`src/rtl/seq_detector_pkg.sv`:
```
// Shared definitions for the programmable serial pattern detector.
// Used by seq_detector_param and seq_sat_counter.
package seq_detector_pkg;

  localparam int DEF_PAT_W = 8;
  localparam int DEF_CNT_W = 8;

  typedef enum logic [1:0] {
    ST_IDLE,
    ST_FILLING,
    ST_ARMED
  } fill_state_e;

  function automatic int clamp_len(input int len, input int maxLen);
    return (len > maxLen) ? maxLen : len;
  endfunction

  function automatic int sat_inc(input int value, input int maxVal);
    return (value >= maxVal) ? maxVal : value + 1;
  endfunction

endpackage

```
`src/rtl/seq_sat_counter.sv`:
```
// Saturating up-counter with synchronous clear; holds at all-ones instead of wrapping.
module seq_sat_counter
  import seq_detector_pkg::*;
#(
  parameter int CNT_W = DEF_CNT_W
) (
  input  logic             i_clk,
  input  logic             i_rst_n,
  input  logic             i_clear,
  input  logic             i_inc,
  output logic [CNT_W-1:0] o_count
);

  logic [CNT_W-1:0] r_count;

  always_ff @(posedge i_clk or negedge i_rst_n) begin
    if (!i_rst_n) begin
      r_count <= '0;
    end else if (i_clear) begin
      r_count <= '0;
    end else if (i_inc && (r_count != {CNT_W{1'b1}})) begin
      r_count <= r_count + 1'b1;
    end
  end

  assign o_count = r_count;

endmodule

```
`src/rtl/seq_detector_param.sv`:
```
// Run-time programmable serial bit-pattern detector with overlap control and match counter.
// Define SEQDET_MASK_EN to add a per-bit don't-care mask (i_cfg_mask) to the compare.
module seq_detector_param
  import seq_detector_pkg::*;
#(
  parameter int PAT_W = DEF_PAT_W,
  parameter int LEN_W = $clog2(PAT_W + 1),
  parameter int CNT_W = DEF_CNT_W
) (
  input  logic             i_clk,
  input  logic             i_rst_n,
  input  logic             i_cfg_load,
  input  logic [PAT_W-1:0] i_cfg_pattern,
  input  logic [LEN_W-1:0] i_cfg_len,
`ifdef SEQDET_MASK_EN
  input  logic [PAT_W-1:0] i_cfg_mask,
`endif
  input  logic             i_cfg_overlap,
  input  logic             i_in_valid,
  input  logic             i_in_bit,
  input  logic             i_cnt_clear,
  output logic             o_match,
  output logic [CNT_W-1:0] o_match_cnt,
  output logic             o_armed
);

  logic [PAT_W-1:0] r_pat;
  logic [LEN_W-1:0] r_len;
  logic [PAT_W-1:0] r_hist;
  logic [LEN_W-1:0] r_fill;
  logic             r_match;
  logic             r_armed;
`ifdef SEQDET_MASK_EN
  logic [PAT_W-1:0] r_mask;
`endif

  logic [LEN_W-1:0] w_effLen;
  logic [LEN_W-1:0] w_fillInc;
  logic [LEN_W-1:0] w_fillNext;
  logic [PAT_W-1:0] w_histNext;
  logic [PAT_W-1:0] w_careMask;
  logic             w_hit;
  logic             w_armedNext;
  logic             w_cntInc;
  fill_state_e      w_state;

  // Compare only the low L history bits; the fill count guarantees they are all fresh.
  always_comb begin
    w_effLen   = LEN_W'(clamp_len(int'(r_len), PAT_W));
    w_fillInc  = LEN_W'(sat_inc(int'(r_fill), PAT_W));
    w_histNext = {r_hist[PAT_W-2:0], i_in_bit};
    w_careMask = '0;
    for (int i = 0; i < PAT_W; i++) begin
      w_careMask[i] = (i < int'(w_effLen));
    end
`ifdef SEQDET_MASK_EN
    w_careMask = w_careMask & ~r_mask;
`endif
    w_hit = i_in_valid && (w_effLen != '0) && (w_fillInc >= w_effLen) &&
            (((w_histNext ^ r_pat) & w_careMask) == '0);
    w_fillNext  = (w_hit && !i_cfg_overlap) ? '0 : w_fillInc;
    w_armedNext = (w_effLen != '0) && (w_fillNext >= w_effLen);
    if (r_fill == '0) begin
      w_state = ST_IDLE;
    end else if ((w_effLen != '0) && (r_fill >= w_effLen)) begin
      w_state = ST_ARMED;
    end else begin
      w_state = ST_FILLING;
    end
  end

  always_ff @(posedge i_clk or negedge i_rst_n) begin
    if (!i_rst_n) begin
      r_pat   <= '0;
      r_len   <= '0;
      r_hist  <= '0;
      r_fill  <= '0;
      r_match <= 1'b0;
      r_armed <= 1'b0;
`ifdef SEQDET_MASK_EN
      r_mask  <= '0;
`endif
    end else if (i_cfg_load || i_cnt_clear) begin
      if (i_cfg_load) begin
        r_pat <= i_cfg_pattern;
        r_len <= i_cfg_len;
`ifdef SEQDET_MASK_EN
        r_mask <= i_cfg_mask;
`endif
      end
      r_hist  <= '0;
      r_fill  <= '0;
      r_match <= 1'b0;
      r_armed <= 1'b0;
    end else if (i_in_valid) begin
      r_hist  <= w_histNext;
      r_fill  <= w_fillNext;
      r_match <= w_hit;
      r_armed <= w_armedNext;
    end else begin
      r_match <= 1'b0;
    end
  end

  // A bit arriving alongside a load or clear is discarded, so its hit must not count.
  assign w_cntInc = w_hit && !i_cfg_load && !i_cnt_clear;

  seq_sat_counter #(
    .CNT_W(CNT_W)
  ) u_matchCnt (
    .i_clk  (i_clk),
    .i_rst_n(i_rst_n),
    .i_clear(i_cnt_clear),
    .i_inc  (w_cntInc),
    .o_count(o_match_cnt)
  );

  assign o_match = r_match;
  assign o_armed = r_armed;

  a_fillBound: assert property (@(posedge i_clk) disable iff (!i_rst_n)
    r_fill <= LEN_W'(PAT_W));

  a_armedTracksState: assert property (@(posedge i_clk) disable iff (!i_rst_n)
    r_armed == (w_state == ST_ARMED));

endmodule

```
`config.mk`:
```
export PLATFORM = sky130hd
export DESIGN_NAME = seq_detector_param
export DESIGN_NICKNAME = d
export VERILOG_FILES = /design/src/rtl/seq_detector_pkg.sv /design/src/rtl/seq_sat_counter.sv /design/src/rtl/seq_detector_param.sv
export SDC_FILE = /design/constraint.sdc
export NUM_CORES = 1
export LEC_CHECK = 0
export CAP_MARGIN = 30
export CORE_ASPECT_RATIO = 0.9
export CORE_MARGIN = 2
export CORE_UTILIZATION = 45
export DETAILED_ROUTE_END_ITERATION = 8
export PLACE_DENSITY = 0.72
export SLEW_MARGIN = 20
export SYNTH_ARGS = -nofsm -noshare
export SYNTH_HDL_FRONTEND = slang
export SYNTH_HIERARCHICAL = 1
export SYNTH_SLANG_ARGS = --single-unit
```
`constraint.sdc`:
```
create_clock -name i_clk -period 3.2 [get_ports i_clk]
set_input_delay 0.64 -clock i_clk [delete_from_list [all_inputs] [get_ports i_clk]]
set_output_delay 0.64 -clock i_clk [all_outputs]
set_load 0.01 [all_outputs]
```
After elaboration in Yosys (flattened, before gate mapping)
Cells that the tools add are included.
{ "op_classes": {"order_cmp": 12, "n_addsub": 2, "eq_ne": 1, "reduce_logical": 17, "bitwise": 2, "mux": 13} }
{ "ops": {"columns": ["cell", "n"], "rows": [
  ["$mux 4", 5],
  ["$lt 3x4->1 const A", 4],
  ["$mux 8", 2],
  ["$mux 7", 2],
  ["$add 8x1->8 const B", 1],
  ["$and 8x8->8", 1],
  ["$ge 4x4->1", 2],
  ["$logic_and 1x1->1", 8],
  ["$logic_not 8->1", 1],
  ["$lt 1x4->1 const A", 2],
  ["$lt 2x4->1 const A", 2],
  ["$ne 8x8->1 const B", 1],
  ["$xor 8x8->8", 1],
  ["$add 4x1->4 const B", 1],
  ["$ge 4x4->1 const B", 1],
  ["$gt 4x4->1 const B", 1],
  ["$mux 1", 4],
  ["$reduce_bool 2->1", 2],
  ["$reduce_bool 4->1", 1],
  ["$logic_not 1->1", 3],
  ["$reduce_and 2->1", 1],
  ["$logic_or 1x1->1", 1]
]} }
{ "totals": {"register_bits": 33, "output_inout_bits": 10, "inputBits": 19, "elab_cells": 54} }

Logic depth before layout (Yosys ltp)
{ "logic_depth": {"word_depth": 12, "mapped_depth": 16, "mapped_depth_nobuf": 15} }

Modules after synthesis
Netlist, hierarchy kept.
{ "by_module_without_submodules": {"columns": ["module", "area_each_um2", "seq_area_each_um2", "cells_each", "instances"], "rows": [
  ["seq_detector_param", 1416.4, 625.6, 130, 1],
  ["seq_sat_counter", 464.2, 200.2, 49, 1]
]} }

Worst setup path after synthesis
Ideal clock, no wire load.
{ "synth_path": {"path_kind": "reg-to-reg", "from": "register r_fill[0]", "to": "register r_armed (netlist: o_armed)", "path_buffers": 1, "path_stages_with_launch": 17, "arrival_time_ps": 2844, "setup_slack_ps": 223, "setup_ps": 133, "period_less_slack_ps": 2977, "required_ps": 3067, "cell_sequence": "dfrtp_1 -> ha_1 -> xnor2_1 -> nor2_1 -> ha_1 -> o21a_1 -> o22ai_1 -> a221oi_1 -> and3_1 -> buf_6 -> nand2b_1 -> ha_1 -> nand2b_1 -> a21o_1 -> a21o_1 -> a21oi_1 -> o31ai_1"} }
{ "synth_between": {"elab_chain_cells": 11, "elab_cells_between_ends": 12, "cone_classes": "add/sub (1); order compare (3); mux (4); reduce/logical (4)"} }
{ "synth_rtl": {"columns": ["element", "line", "rtl"], "rows": [
  ["from (decl)", "seq_detector_param.sv:30", "logic [LEN_W-1:0] r_fill;"],
  ["from (signal assigned)", "seq_detector_param.sv:97", "r_fill <= w_fillNext;"],
  ["$add 4x1->4 or $ge 4x4->1 (tied branches)", "seq_detector_pkg.sv:19", "return (value >= maxVal) ? maxVal : value + 1;"],
  ["$mux 4 (*)", "seq_detector_pkg.sv:19", null],
  ["$ge 4x4->1", "seq_detector_param.sv:59", "w_hit = i_in_valid && (w_effLen != '0) && (w_fillInc >= w_effLen) &&"],
  ["$logic_and 1x1->1 (2 in series)", "seq_detector_param.sv:59", null],
  ["$logic_and 1x1->1", "seq_detector_param.sv:61", "w_fillNext = (w_hit && !i_cfg_overlap) ? '0 : w_fillInc;"],
  ["$mux 4 (*)", "seq_detector_param.sv:61", null],
  ["$ge 4x4->1 (*)", "seq_detector_param.sv:62", "w_armedNext = (w_effLen != '0) && (w_fillNext >= w_effLen);"],
  ["$logic_and 1x1->1 (*)", "seq_detector_param.sv:62", null],
  ["$mux 1 (*)", "seq_detector_param.sv:95", "end else if (i_in_valid) begin"],
  ["$mux 1 (*)", "seq_detector_param.sv:83", "end else if (i_cfg_load || i_cnt_clear) begin"],
  ["to (signal assigned)", "seq_detector_param.sv:99", "r_armed <= w_armedNext;"],
  ["to (decl)", "seq_detector_param.sv:32", "logic r_armed;"]
]} }
Every way passes the cells marked *; elsewhere a longest branch is shown, timed or not. The select of a mux whose other input is x is not followed.
A chain may end at the register's enable or synchronous reset.

Worst setup path after layout
Ends and elaborated chain as after synthesis.

==> results.toml <==
[routing]
ant_nets = 0
wl_per_cell_um = 16.08
via_per_inst = 5.689
vias = 1502
postRouteWirelength_um = 4245
drc = 0
drtIter0Drc = 118
firstDrtPassIters = 4

[clock_network]
cts-buffers-inserted = 5
clkTransAtPathRegs_ns = 0.07
postCtsHoldBufs = 0
clkLatencyLatePin_ns = 0.28
cts_tree = "done"
htree_num_levels = 2
cts-root-buf = "clkbuf_8"
clockBufferDepth = 2
clock_sinks = 33

[synth]
yosys.area.top_type = "dfrtp_1"
netlist_instances = 179
synth_nets = 208
syn_area_per_cell_um2 = 10.51
ys_ff_latch = 33
synth_top_area_share_pct = 43.91
netlist_area_um2 = 1881
synth_warnings = 6
synthDistinctLibCells = 44
yosysSeqAreaShare_pct = 43.91
synthTopCellsByArea = "dfrtp_1, mux2_2, ha_1"

[sta]
slew_headroom_pct = 61.17
hold_viol_final = 0
fin_skew_ns = 0.006808
setup_viol = 0
post-route-period-util_pct = 97.58
finalCriticalPeriod_ns = 3.123
tightest_slew_ns = 0.5678
setup_tns_ns = 0
slew_viol_final = 0
max_freq_mhz = 320.2

[worst_setup_path]
path_class = "flop to flop"
cp-end-kind = "flop"
cp_data_required_time_ns = 3.36
worstPathMaxFanout = 4
reg2reg_setup_slack_ns = 0.08
critPathLaunchType = "flop"
critPathArrivalTime_ns = 3.28

[cells_and_area]
antennaDiodeCount = 0
layout-drive-gt1-share_pct = 21.30
finalNonFillerCells = 264
fill_cells = 330
nets = 245
area_growth_pct = 27.48
fin_util_pct = 59.25

[power]
powerDensity_nw_per_um2 = 379.0
leakagePower_nw = 1.031
ir_drop_mv = 0.2251

[global_route]
grt_use_met1_pct = 24.17
grt.busiest_layer = "met2"
grt_pass1_wl_um = 7065
grt_usage_pct = 19.69
grt_pass1_vias = 1517
grt.met2_usage_pct = 32.80
antenna_found_initial = 0
grt_overflow_total = 0
grt.met3_usage_pct = 4.601
grt_max_degree = 34

[place]
portBuffers = 28
gp_congestion = 0.8922
placed_cells = 256
hpwl_um = 3103

[floorplanning]
initial_core_util_pct = 46.47
pin_count = 29
fp.dieW_um = 72.14
core_um2 = 4046
die_height_um = 65.33
row_count = 22
die_area_um2 = 4713

[worst_hold_path]
hp-class = "flop to flop"

[outcome]
status = "finished clean"

[flow_run]
maxCapViolCount = 0
[registers in the layout, indices dropped and copies added, names as in the netlist]
signal and flops:
r_fill 4, o_match 1, r_pat 8, u_matchCnt/o_count 8
r_hist 7, o_armed 1, r_len 4
[worst max-delay path: stages, from the launching register on]
cell and delay, ns:
dfrtp_1 0.42, inv_2 0.07, ha_1 0.30, nor2b_4 0.14, ha_1 0.30, o21ai_2 0.07
a2111oi_2 0.39, and3_4 0.27, nand2b_4 0.12, ha_1 0.22, nand2b_1 0.14, a21o_1 0.17
a21o_1 0.18, a21oi_2 0.13, o31ai_1 0.08
[final cells by class]
cell class | instances | area [um2] | share of cell area [%]
sequential | 33 | 825.8 | 34.45
clock buffer | 7 | 86.33 | 3.601
tap | 48 | 60.06 | 2.505
timing repair buffer | 37 | 347.8 | 14.51
multi-input combinational | 131 | 1047 | 43.68
inverter | 8 | 30.03 | 1.253
[power by group]
part | switching (W) | leakage, nW | internal [W]
registers | 0.0000171 | 0.433 | 0.000434
logic | 0.0000688 | 0.554 | 0.0000751
clock network | 0.000143 | 0.0443 | 0.000171
total | 0.000229 | 1.03 | 0.000680
[per-stage QoR]
step / area, um2 / worst slack, ns / hold WS (ns) / total power, W
after global placement: 2245 / 0.1747 / 0.5152 / 0.0005829
final: 2397 / 0.07733 / 0.5340 / 0.0009086
after detailed placement: 2245 / 0.0001406 / 0.5208 / 0.0005903
after CTS: 2340 / 0.01873 / 0.5355 / 0.0009097
after floorplan: 1881 / 0.2231 / 0.3444 / 0.0005310
after global routing: 2397 / -0.01957 / 0.5511 / 0.0009569
[placed cells by master (no fill, tap or decap), types with 2 or more instances in the layout]
master,n
dfrtp_1,33
clkdlybuf4s50_1,28
nor2_1,14
mux2_2,13
ha_1,9
buf_4,9
mux2i_1,8
inv_1,7
xnor2_1,6
nand2_1,6
nor3_1,6
clkbuf_8,6
nor2b_1,5
a21oi_1,5
nand2b_1,5
nand3_1,5
o32ai_1,3
and3_1,3
nand3b_1,3
nor3b_1,2
xor2_1,2
o21ai_2,2
a31oi_1,2
a2111oi_0,2
o21ai_0,2
a21o_1,2
[cells by family after synthesis]
kind of cell / synth area share (%)
buffers and inverters: 3.526
DFF: 43.91
muxes: 12.04
adders and majority gates: 6.653
and+or+nand+nor: 17.90
AOI/OAI and AO/OA: 11.78
xor gates and xnor gates: 4.192
[layer usage]
layer | wire, um | vias to the layer above
met3 | 199 | 17
met1 | 1805 | 722
met2 | 2103 | 47
met4 | 137 | 0
met5 | 0 | -
li1 | - | 716
[cell usage after synthesis (all sizes together)]
cell and instances:
a2111oi 3, nor2 15, ha 10, nand2 6, nor3b 2, xor2 2
o32ai 3, o21a 1, nand2b 6, a31oi 2, mux2 13, o211ai 1
o22ai 1, buf 3, dfrtp 33, or2 1, and3 4, clkbuf 4
nor2b 6, a211oi 1, a221oi 1, or3 2, nand3 6, a21boi 1
mux2i 8, o31ai 2, nor3 6, a41oi 1, a21oi 6, inv 8
nand4 1, and4 2, a21o 2, xnor2 7, nand3b 3, nor4 1
o21ai 5
[worst paths after layout]
| path | start | end | cells after the start |
|---|---|---|---|
| max in group asynchronous | i_rst_n | u_matchCnt/o_count[0]$_DFFE_PN0P_ | 2 |
| setup reg to reg | r_fill[0]$_DFFE_PN0P_ | o_armed$_DFFE_PN0P_ | 14 |
| hold / removal | r_pat[0]$_DFFE_PN0P_ | r_pat[0]$_DFFE_PN0P_ | 1 |
| hold reg to reg | r_pat[0]$_DFFE_PN0P_ | r_pat[0]$_DFFE_PN0P_ | 1 |
| setup / recovery | r_fill[0]$_DFFE_PN0P_ | o_armed$_DFFE_PN0P_ | 14 |
| min in group asynchronous | i_rst_n | o_armed$_DFFE_PN0P_ | 2 |
[timing repair]
action | in CTS | in global routing
endpoints found under the setup margin | 1 | 1
buffers inserted | 0 | 1
pin swaps | 0 | 4
gates resized for setup | 3 | 12
(Power assumes the default switching activity.)
